==> src/rtl/pong_pkg.sv <==
// Purpose: shared types and constants for the pong game sequencer.
// Latency: n/a (declarations only).
// Backpressure: n/a.
//
// Contents: match state encoding, direction constants, coordinate widths,
// and a span-overlap helper used for the paddle hit tests.
package pong_pkg;

  localparam int X_W     = 10;  // ball_x width
  localparam int Y_W     = 9;   // ball_y / paddle y width
  localparam int SCORE_W = 4;
  localparam int CTR_W   = 8;   // serve delay counter
  localparam int CALC_W  = 12;  // headroom for x+size+speed sums

  typedef enum logic [2:0] {
    ST_IDLE  = 3'd0,
    ST_SERVE = 3'd1,
    ST_PLAY  = 3'd2,
    ST_POINT = 3'd3,
    ST_OVER  = 3'd4
  } state_t;

  localparam logic DIR_LEFT  = 1'b0;
  localparam logic DIR_RIGHT = 1'b1;
  localparam logic DIR_UP    = 1'b0;
  localparam logic DIR_DOWN  = 1'b1;

  // True when [a_lo, a_lo+a_len) and [b_lo, b_lo+b_len) share at least one pixel.
  function automatic logic span_overlap(
    input logic [CALC_W-1:0] a_lo,
    input logic [CALC_W-1:0] a_len,
    input logic [CALC_W-1:0] b_lo,
    input logic [CALC_W-1:0] b_len
  );
    return ((a_lo + a_len) > b_lo) && (a_lo < (b_lo + b_len));
  endfunction

endpackage

==> src/rtl/pong_paddle.sv <==
// Purpose: one paddle's vertical position, stepped once per enabled tick.
// Latency: new y visible 1 clk after tick.
// Backpressure: none; up and dn together (or neither) hold position.
//
// Ports: clk, rst_n (async active-low); tick (frame pulse); en (movement
// allowed); up, dn (player levels); y (paddle top edge, saturates 0..CLAMP_MAX).
module pong_paddle
  import pong_pkg::*;
#(
  parameter int STEP      = 4,
  parameter int CLAMP_MAX = 416,
  parameter int Y_RST     = 208
) (
  input  logic           clk,
  input  logic           rst_n,
  input  logic           tick,
  input  logic           en,
  input  logic           up,
  input  logic           dn,
  output logic [Y_W-1:0] y
);

  localparam logic [Y_W-1:0] C_STEP = Y_W'(STEP);
  localparam logic [Y_W-1:0] C_MAX  = Y_W'(CLAMP_MAX);
  localparam logic [Y_W-1:0] C_RST  = Y_W'(Y_RST);

  always_ff @(posedge clk or negedge rst_n) begin
    if (!rst_n) begin
      y <= C_RST;
    end else if (tick && en && (up != dn)) begin
      if (up) begin
        y <= (y < C_STEP) ? '0 : (y - C_STEP);
      end else begin
        y <= (y > (C_MAX - C_STEP)) ? C_MAX : (y + C_STEP);
      end
    end
  end

endmodule

==> src/rtl/pong_game_ctrl.sv <==
// Purpose: per-frame pong sequencer: ball/paddle motion, collisions, score, match FSM.
// Latency: all outputs registered; frame updates visible 1 clk after frame_tick.
// Backpressure: none; a frame_tick landing in the 1-clk POINT state is dropped.
//
// Ports: clk, rst_n (async active-low); frame_tick (1-clk pulse per frame);
// btn_start (level, honoured in IDLE/OVER on frame_tick); p1_up/p1_dn,
// p2_up/p2_dn (paddle levels); ball_x/ball_y (ball top-left); pad1_y/pad2_y
// (paddle top edges); score1/score2; game_state (state_t); winner (valid in OVER).
module pong_game_ctrl
  import pong_pkg::*;
#(
  parameter int H_RES     = 640,
  parameter int V_RES     = 480,
  parameter int BALL_SZ   = 8,
  parameter int PAD_W     = 8,
  parameter int PAD_H     = 64,
  parameter int PAD1_X    = 16,
  parameter int PAD2_X    = 616,
  parameter int PAD_SPD   = 4,
  parameter int BALL_SPD  = 2,
  parameter int WIN_SCORE = 7,
  parameter int SERVE_DLY = 60
) (
  input  logic               clk,
  input  logic               rst_n,
  input  logic               frame_tick,
  input  logic               btn_start,
  input  logic               p1_up,
  input  logic               p1_dn,
  input  logic               p2_up,
  input  logic               p2_dn,
  output logic [X_W-1:0]     ball_x,
  output logic [Y_W-1:0]     ball_y,
  output logic [Y_W-1:0]     pad1_y,
  output logic [Y_W-1:0]     pad2_y,
  output logic [SCORE_W-1:0] score1,
  output logic [SCORE_W-1:0] score2,
  output logic [2:0]         game_state,
  output logic               winner
);

  localparam logic [CALC_W-1:0]  C_H_RES   = CALC_W'(H_RES);
  localparam logic [CALC_W-1:0]  C_V_RES   = CALC_W'(V_RES);
  localparam logic [CALC_W-1:0]  C_SZ      = CALC_W'(BALL_SZ);
  localparam logic [CALC_W-1:0]  C_PAD_H   = CALC_W'(PAD_H);
  localparam logic [CALC_W-1:0]  C_P1_FACE = CALC_W'(PAD1_X + PAD_W);
  localparam logic [CALC_W-1:0]  C_P2_X    = CALC_W'(PAD2_X);
  localparam logic [CALC_W-1:0]  C_SPD     = CALC_W'(BALL_SPD);
  localparam logic [X_W-1:0]     BALL_X0   = X_W'((H_RES - BALL_SZ) / 2);
  localparam logic [Y_W-1:0]     BALL_Y0   = Y_W'((V_RES - BALL_SZ) / 2);
  localparam logic [CTR_W-1:0]   C_DLY     = CTR_W'(SERVE_DLY);
  localparam logic [SCORE_W-1:0] C_WIN     = SCORE_W'(WIN_SCORE);
  localparam logic [SCORE_W-1:0] C_ONE     = SCORE_W'(1);

  state_t             state, state_n;
  logic [X_W-1:0]     ball_x_q, ball_x_n;
  logic [Y_W-1:0]     ball_y_q, ball_y_n;
  logic               dir_x, dir_x_n;
  logic               dir_y, dir_y_n;
  logic [SCORE_W-1:0] score1_q, score1_n;
  logic [SCORE_W-1:0] score2_q, score2_n;
  logic               winner_q, winner_n;
  logic [CTR_W-1:0]   ctr, ctr_n;

  logic               pad_en;
  logic [Y_W-1:0]     pad1_q, pad2_q;

  // ---------------------------------------------------------------------
  // Paddles
  // ---------------------------------------------------------------------
  assign pad_en = (state == ST_SERVE) || (state == ST_PLAY);

  pong_paddle #(
    .STEP     (PAD_SPD),
    .CLAMP_MAX(V_RES - PAD_H),
    .Y_RST    ((V_RES - PAD_H) / 2)
  ) u_pad1 (
    .clk  (clk),
    .rst_n(rst_n),
    .tick (frame_tick),
    .en   (pad_en),
    .up   (p1_up),
    .dn   (p1_dn),
    .y    (pad1_q)
  );

  pong_paddle #(
    .STEP     (PAD_SPD),
    .CLAMP_MAX(V_RES - PAD_H),
    .Y_RST    ((V_RES - PAD_H) / 2)
  ) u_pad2 (
    .clk  (clk),
    .rst_n(rst_n),
    .tick (frame_tick),
    .en   (pad_en),
    .up   (p2_up),
    .dn   (p2_dn),
    .y    (pad2_q)
  );

  // ---------------------------------------------------------------------
  // Candidate ball motion for one PLAY frame. Both axes are derived from
  // the same old position, and the hit tests use the paddle positions
  // from before this frame's paddle step.
  // ---------------------------------------------------------------------
  logic [CALC_W-1:0] bx, by, p1, p2;
  logic [CALC_W-1:0] x_mv, y_mv;
  logic              dx_mv, dy_mv, miss;
  logic              ov1, ov2;

  assign bx  = CALC_W'(ball_x_q);
  assign by  = CALC_W'(ball_y_q);
  assign p1  = CALC_W'(pad1_q);
  assign p2  = CALC_W'(pad2_q);
  assign ov1 = span_overlap(by, C_SZ, p1, C_PAD_H);
  assign ov2 = span_overlap(by, C_SZ, p2, C_PAD_H);

  always_comb begin
    y_mv  = by;
    dy_mv = dir_y;
    if (dir_y == DIR_UP) begin
      if (by < C_SPD) begin
        y_mv  = '0;
        dy_mv = DIR_DOWN;
      end else begin
        y_mv = by - C_SPD;
      end
    end else if ((by + C_SZ + C_SPD) > C_V_RES) begin
      y_mv  = C_V_RES - C_SZ;
      dy_mv = DIR_UP;
    end else begin
      y_mv = by + C_SPD;
    end

    x_mv  = bx;
    dx_mv = dir_x;
    miss  = 1'b0;
    if (dir_x == DIR_LEFT) begin
      // Hit only on the frame the ball would cross the paddle face.
      if ((bx >= C_P1_FACE) && (bx < (C_P1_FACE + C_SPD)) && ov1) begin
        x_mv  = C_P1_FACE;
        dx_mv = DIR_RIGHT;
      end else if (bx < C_SPD) begin
        miss = 1'b1;
      end else begin
        x_mv = bx - C_SPD;
      end
    end else begin
      if (((bx + C_SZ) <= C_P2_X) && ((bx + C_SZ + C_SPD) > C_P2_X) && ov2) begin
        x_mv  = C_P2_X - C_SZ;
        dx_mv = DIR_LEFT;
      end else if ((bx + C_SZ + C_SPD) > C_H_RES) begin
        miss = 1'b1;
      end else begin
        x_mv = bx + C_SPD;
      end
    end
  end

  // ---------------------------------------------------------------------
  // Match FSM, ball and score next-state
  // ---------------------------------------------------------------------
  always_comb begin
    state_n  = state;
    ball_x_n = ball_x_q;
    ball_y_n = ball_y_q;
    dir_x_n  = dir_x;
    dir_y_n  = dir_y;
    score1_n = score1_q;
    score2_n = score2_q;
    winner_n = winner_q;
    ctr_n    = ctr;

    unique case (state)
      ST_IDLE: begin
        ball_x_n = BALL_X0;
        ball_y_n = BALL_Y0;
        if (frame_tick && btn_start) begin
          state_n = ST_SERVE;
          ctr_n   = C_DLY;
        end
      end

      ST_SERVE: begin
        ball_x_n = BALL_X0;
        ball_y_n = BALL_Y0;
        if (frame_tick) begin
          if (ctr == '0) begin
            state_n = ST_PLAY;
          end else begin
            ctr_n = ctr - 1'b1;
          end
        end
      end

      ST_PLAY: begin
        if (frame_tick) begin
          ball_y_n = Y_W'(y_mv);
          dir_y_n  = dy_mv;
          if (miss) begin
            state_n = ST_POINT;
          end else begin
            ball_x_n = X_W'(x_mv);
            dir_x_n  = dx_mv;
          end
        end
      end

      ST_POINT: begin
        // dir_x is left untouched on a miss, so it names the side that
        // conceded: moving left means the right player scored. It is also
        // already the serve direction (toward the conceder).
        ball_x_n = BALL_X0;
        ball_y_n = BALL_Y0;
        ctr_n    = C_DLY;
        if (dir_x == DIR_LEFT) begin
          score2_n = score2_q + C_ONE;
          if (score2_n == C_WIN) begin
            state_n  = ST_OVER;
            winner_n = 1'b1;
          end else begin
            state_n = ST_SERVE;
          end
        end else begin
          score1_n = score1_q + C_ONE;
          if (score1_n == C_WIN) begin
            state_n  = ST_OVER;
            winner_n = 1'b0;
          end else begin
            state_n = ST_SERVE;
          end
        end
      end

      ST_OVER: begin
        if (frame_tick && btn_start) begin
          state_n  = ST_SERVE;
          ctr_n    = C_DLY;
          score1_n = '0;
          score2_n = '0;
          winner_n = 1'b0;
          dir_x_n  = DIR_RIGHT;
        end
      end

      default: begin
        state_n = ST_IDLE;
      end
    endcase
  end

  always_ff @(posedge clk or negedge rst_n) begin
    if (!rst_n) begin
      state    <= ST_IDLE;
      ball_x_q <= BALL_X0;
      ball_y_q <= BALL_Y0;
      dir_x    <= DIR_RIGHT;
      dir_y    <= DIR_DOWN;
      score1_q <= '0;
      score2_q <= '0;
      winner_q <= 1'b0;
      ctr      <= '0;
    end else begin
      state    <= state_n;
      ball_x_q <= ball_x_n;
      ball_y_q <= ball_y_n;
      dir_x    <= dir_x_n;
      dir_y    <= dir_y_n;
      score1_q <= score1_n;
      score2_q <= score2_n;
      winner_q <= winner_n;
      ctr      <= ctr_n;
    end
  end

  assign ball_x     = ball_x_q;
  assign ball_y     = ball_y_q;
  assign pad1_y     = pad1_q;
  assign pad2_y     = pad2_q;
  assign score1     = score1_q;
  assign score2     = score2_q;
  assign game_state = state;
  assign winner     = winner_q;

endmodule
==> config.mk <==
export PLATFORM = sky130hd
export DESIGN_NAME = pong_game_ctrl
export DESIGN_NICKNAME = d
export VERILOG_FILES = /design/src/rtl/pong_pkg.sv /design/src/rtl/pong_paddle.sv /design/src/rtl/pong_game_ctrl.sv
export SDC_FILE = /design/constraint.sdc
export NUM_CORES = 1
export LEC_CHECK = 0
export CORE_MARGIN = 1
export CORE_UTILIZATION = 40
export CTS_BUF_LIST = sky130_fd_sc_hd__clkbuf_16
export DETAILED_ROUTE_END_ITERATION = 12
export SYNTH_ARGS = -nofsm -noshare
export SYNTH_HDL_FRONTEND = slang
export SYNTH_SLANG_ARGS = --single-unit
==> constraint.sdc <==
create_clock -name clk -period 7 [get_ports clk]
set_input_delay 0.7 -clock clk [delete_from_list [all_inputs] [get_ports clk]]
set_output_delay 0.7 -clock clk [all_outputs]
set_load 0.005 [all_outputs]
# Word-level counts from Yosys, hierarchy flattened

Cells that the tools add are included.

Flip-flop bits (word level): 59
Input port bits: 8
Output and inout bits: 49

Add/subtract/negate cells: 17
Order comparisons: 16
Equality and inequality tests: 22
Multiplexer cells: 57
Reductions and logical operators: 28

Operators with widths:

| operator                                                        | count |
|---|---|
| two-way mux 9 bit                                               | 10 |
| two-way mux 10 bit                                              | 7 |
| greater-than comparator 12 x 10 -> 1 bit, second input constant | 2 |
| greater-than comparator 12 x 9 -> 1 bit                         | 2 |
| two-way mux 3 bit                                               | 8 |
| two-way mux 8 bit                                               | 3 |
| one-hot mux 8 bit (3 select lines)                              | 1 |
| adder 9 x 7 -> 10 bit, second input constant                    | 2 |
| < comparator 9 x 10 -> 1 bit                                    | 2 |
| one-hot mux 10 bit (2 select lines)                             | 1 |
| adder 9 x 3 -> 9 bit, second input constant                     | 2 |
| greater-than comparator 9 bit, second input constant            | 2 |
| < comparator 9 x 3 -> 1 bit, second input constant              | 2 |
| two-way mux 1 bit                                               | 18 |
| one-hot mux 9 bit (2 select lines)                              | 1 |
| subtractor 9 x 3 -> 9 bit, second input constant                | 2 |
| != test 2 bit, second input constant                            | 8 |
| one-hot mux 4 bit (2 select lines)                              | 2 |
| adder 11 x 2 -> 12 bit, second input constant                   | 1 |
| <= comparator 12 x 10 -> 1 bit, second input constant           | 1 |
| two-way mux 4 bit                                               | 3 |
| one-hot mux 3 bit (4 select lines)                              | 1 |
| AND reduction 4 bit                                             | 3 |
| adder 10 x 2 -> 11 bit, second input constant                   | 1 |
| 33 further kinds                                                | 55 |

# Longest topological paths before layout

Depth in word-level cells: 10
Mapped depth: 15
Depth with buffers taken out: 13

# Modules after synthesis

From an unflattened synthesis, not the netlist that was laid out.

Cell total of the unflattened synthesis: 715
Area total of the unflattened synthesis: 5751.8 um^2

By module, submodules not included:

| module                | times used | cells an instance | area each (um^2) | seq. area each (um^2) |
|---|---|---|---|---|
| pong_game_ctrl        | 1          | 557               | 4366.7           | 991.0 |
| pong_paddle at u_pad2 | 1          | 79                | 721.9            | 178.9 |
| pong_paddle at u_pad1 | 1          | 79                | 663.1            | 178.9 |

# Worst setup path before layout

Ideal clock, no wire load.

Path type: reg-to-reg
Start point: register ball_x_q[3] (netlist: ball_x[3])
End point: register ball_x_q[1] (netlist: ball_x[1])
Library setup time: 0.077 ns
Data arrival time: 3.491 ns
Setup slack: 3.432 ns
Stages on the path, launching flop included: 15
Clock period less this slack: 3.568 ns
Cells stage by stage: dfstp_2 -> buf_2 -> clkbuf_1 -> inv_1 -> ha_1 -> and3b_1 -> o32a_1 -> or4_1 -> o41a_1 -> o211ai_2 -> a21o_2 -> o21ai_2 -> buf_6 -> nand4b_1 -> a21oi_1

Word-level cells in the longest chain between the ends: 10

Ends and longest elaborated chain:

| item                                     | line                                         | source |
|---|---|---|
| start, declared                          | pong_game_ctrl.sv:56                         | `logic [X_W-1:0] ball_x_q, ball_x_n;` |
| start signal, assigned                   | pong_game_ctrl.sv:265                        | `ball_x_q <= ball_x_n;` |
| adder 10 x 4 -> 11 bit                   | pong_game_ctrl.sv:149, pong_game_ctrl.sv:152 |  |
| adder 11 x 2 -> 12 bit                   | pong_game_ctrl.sv:149, pong_game_ctrl.sv:152 |  |
| greater-than comparator 12 x 10 -> 1 bit | pong_game_ctrl.sv:149                        | `if (((bx + C_SZ) <= C_P2_X) && ((bx + C_SZ + C_SPD) > C_P2_X) && ov2) begin` |
| logical AND 1 bit (2 in series)          | pong_game_ctrl.sv:149                        |  |
| two-way mux 10 bit                       | pong_game_ctrl.sv:149                        |  |
| two-way mux 10 bit                       | pong_game_ctrl.sv:138                        | `if (dir_x == DIR_LEFT) begin` |
| two-way mux 10 bit                       | pong_game_ctrl.sv:200                        | `if (miss) begin` |
| two-way mux 10 bit                       | pong_game_ctrl.sv:197                        | `if (frame_tick) begin` |
| one-hot mux 10 bit (2 select lines)      | pong_game_ctrl.sv:174                        | `unique case (state)` |

Several ways; a longest one is shown, not always the timed one. The select of a mux whose other input is x is not followed.
A chain may end at the register's enable or synchronous reset.

# Final worst setup path

Start point: register ball_y_q[3] (netlist: ball_y[3])
End point: register ball_x_q[7] (netlist: ball_x[7])

Word-level cells in the longest chain between the ends: 9

Ends and longest elaborated chain:

| item                                         | line                                         | source |
|---|---|---|
| start, declared                              | pong_game_ctrl.sv:57                         | `logic [Y_W-1:0] ball_y_q, ball_y_n;` |
| start signal, assigned                       | pong_game_ctrl.sv:266                        | `ball_y_q <= ball_y_n;` |
| adder 9 x 4 -> 10 bit                        | pong_pkg.sv:35                               | `return ((a_lo + a_len) > b_lo) && (a_lo < (b_lo + b_len));` |
| greater-than comparator 12 x 9 -> 1 bit      | pong_pkg.sv:35                               |  |
| logical AND 1 bit                            | pong_pkg.sv:35                               |  |
| logical AND 1 bit, on equally long branches  | pong_game_ctrl.sv:140, pong_game_ctrl.sv:149 |  |
| two-way mux 10 bit, on equally long branches | pong_game_ctrl.sv:140, pong_game_ctrl.sv:149 |  |
| two-way mux 10 bit                           | pong_game_ctrl.sv:138                        |  |
| two-way mux 10 bit                           | pong_game_ctrl.sv:200                        |  |
| two-way mux 10 bit                           | pong_game_ctrl.sv:197                        |  |
| one-hot mux 10 bit (2 select lines)          | pong_game_ctrl.sv:174                        |  |

Several ways; a longest one is shown, not always the timed one. The select of a mux whose other input is x is not followed.

==> results.toml <==
[sta]
rsz0062_at_grt = "false"
hold_viol = 0
fmax_ghz = 0.2593
finalClockSkew_ns = 0.01191
period_share = 0.5509
fin_crit_ns = 3.856
setup_ws_ns = 3.144
tns_ns = 0
tightest_slew_ns = 1.015
setup_viol = 0
slew_headroom = 0.3161
drv_slew = 0

[routing]
routedWlPerCell_um = 16.49
via_per_inst = 5.862
drcViolationCount = 0
drt-pass1-iter-count = 5
wirelength_um = 14970
vias = 5323
antenna_left = 0
drtIter0Drc = 510

[setup_path]
endpoint = "ball_x[7]"
critPathSlowestCell = "a2111oi_2"
path_delay_family = "compound AO/OA/AOI/OAI gates"
r2r-start = "ball_y[3]"
reg2regPathDepth = 13
worstPathArrival_ns = 4.05
end_kind = "register"
required_ns = 7.19
reg2reg_slack_ns = 3.14
r2r-end = "ball_x[7]"
path_cells = "ha_1, nand3_1, xnor2_1, ha_1, nand4_1, a21oi_1, nor4_1, o22a_1, a2111oi_2, o31a_1, mux2i_1, a32oi_1, o22ai_1"
cp_slowest_stage_delay_ns = 0.85
crit_fanout = 12
cp-startpoint = "ball_y[3]"
startpoint_type = "register"
worst-path-buf-inv = 0
crit_type = "register to register"
critPathMostFrequentCell = "ha_1"
cp.depth = 13

[finish]
final_area_um2 = 6147
final_cell_mix = "nand2_1 (74), o21ai_0 (62), ha_1 (57)"
drive_above_1_share = 0.05464
layout.cells.most_common = "nand2_1"
nNetsFinal = 796
diodes = 0
fin_util = 0.4624
area_growth_pct = 12.12
layout.cells.non_filler = 908
fill_cells = 1345

[clock_network]
clock-sinks = 53
cts.clk_slew.worst_paths_ns = 0.08
clock_path_buffers = 2
tritoncts = "built"
insertion_delay_ns = 0.31
cts_max_level = 2
cts_setup_buffers = 0
numCtsBuffers = 5
cts.hold.buffers_added = 0
clockRootBuffer = "clkbuf_16"
ctsResizeCount = 0

[power]
p_per_area_nw_per_um2 = 237.9
power_leakage_nw = 2.521
ir_worst_vdd_v = 0.0001422

[yosys]
syn_area_um2 = 5483
seq_area_frac_synth = 0.2460
synth_seq_cells = 53
synth.distinct_cells = 69
async_reset_ff_frac = 1.000
synth_cells = 715
ys.flop_type = "dfrtp_1"
yosys_warnings = 0
synth_area_per_cell_um2 = 7.668
synth_edf_count = 0

[place]
dp.cells = 900
portBuffers = 50
place.gp.congestion = 0.9011
dp_hpwl_um = 10940
pre_cts_ws_ns = 3.197
postPlaceCellArea_um2 = 6001

[min_path]
min_path_type = "register to register"

[die]
num_io_pins = 57
fp-row-count = 42
dieArea_um2 = 14180
core_area_um2 = 13300
die_x_um = 119.1
initial_core_util = 0.4124
dieHeight_um = 119.1

[flow_run]
max-cap-violations = 0

[run_status]
status = "finished clean"

[global_route]
gr-total-overflow = 0
antenna_found_initial = 0
grt_pass1_wl_um = 25300
track_usage = 0.2160
grt_max_degree = 54
grt_pass1_vias = 5179
[worst register-to-register path, stage by stage (launching register included)]
cell	delay, ns
dfstp_2	0.69
ha_1	0.31
nand3_1	0.17
xnor2_1	0.21
ha_1	0.34
nand4_1	0.12
a21oi_1	0.13
nor4_1	0.06
o22a_1	0.19
a2111oi_2	0.85
o31a_1	0.25
mux2i_1	0.08
a32oi_1	0.23
o22ai_1	0.11
[area by class of cell]
type | instances | area [um2] | area share
multi-input cells | 581 | 3782 | 0.6153
inverters | 39 | 146.4 | 0.02381
clock inverters | 3 | 21.27 | 0.003460
flip-flops and latches | 53 | 1349 | 0.2194
clock buffers | 5 | 125.1 | 0.02035
repair buffers | 51 | 503.0 | 0.08182
well taps | 176 | 220.2 | 0.03582
[stage by stage]
step	hold slack, ns	total power (W)
finish	0.5007	0.001462
global route	0.5472	0.001595
CTS	0.5104	0.001469
detailed placement	0.4941	0.001196
global placement	0.4870	0.001173
floorplan	0.4044	0.0009640
[worst min-delay path by stage]
stage	from	endpoint	slack, ns	cells after the start
2_1_floorplan	rst_n	ball_x[1]	0.40	0
3_3_place_gp	ctr[1]	ctr[1]	0.49	2
3_5_place_dp	ctr[4]	ctr[4]	0.49	1
4_1_cts	ctr[4]	ctr[4]	0.51	1
5_1_grt	ctr[4]	ctr[4]	0.55	1
6_report	ctr[4]	ctr[4]	0.50	1
[registers in the layout, indices dropped and copies added, names as in the netlist]
signal	flops
ball_x	9
ball_y	8
ctr	8
dir_x	1
dir_y	1
game_state	3
score1	4
score2	4
u_pad1.y	7
u_pad2.y	7
winner	1
[power breakdown]
group	internal, W	leakage (nW)	switching (W)	total [W]
logic	0.000327	1.87	0.000369	0.000696
registers	0.000382	0.582	0.000117	0.000499
clock network	0.000134	0.0718	0.000134	0.000268
[cell usage after synthesis (10+ instances only)]
master	instances	area, um2
nor2b_1	12	75.07
or3_1	10	62.56
dfrtp_1	35	875.8
dfstp_2	18	473.0
xnor2_1	22	192.7
nand4_1	10	62.56
o21ai_0	62	310.3
nor3_1	16	80.08
nand2b_1	15	93.84
inv_1	39	146.4
nand3_1	32	160.2
nand2_1	74	277.8
ha_1	57	713.2
a21oi_1	49	245.2
a31oi_1	14	87.58
o31ai_1	13	97.59
nor2_1	54	202.7
clkbuf_1	31	116.4
and2_1	10	62.56
[cells by family (layout without fill, tap and decap cells)]
group	Yosys count	count (layout)	synth area share
compound gates	214	214	0.2538
xor+xnor	29	29	0.04633
mux	9	9	0.01666
other cells	1	6	0.0006840
buf+inv	86	98	0.06755
simple gates	266	266	0.2389
flops	53	53	0.2460
fa+ha+maj	57	57	0.1301
[metal layers]
layer  up-vias  GRT usage  wire (um)
li1       2596          -          -
met1      2556     0.2928       7195
met2       147     0.3539       6918
met3        24    0.02826        597
met4         0    0.06883        263
met5         -          0          0
Power figures use the tool's default switching activity.
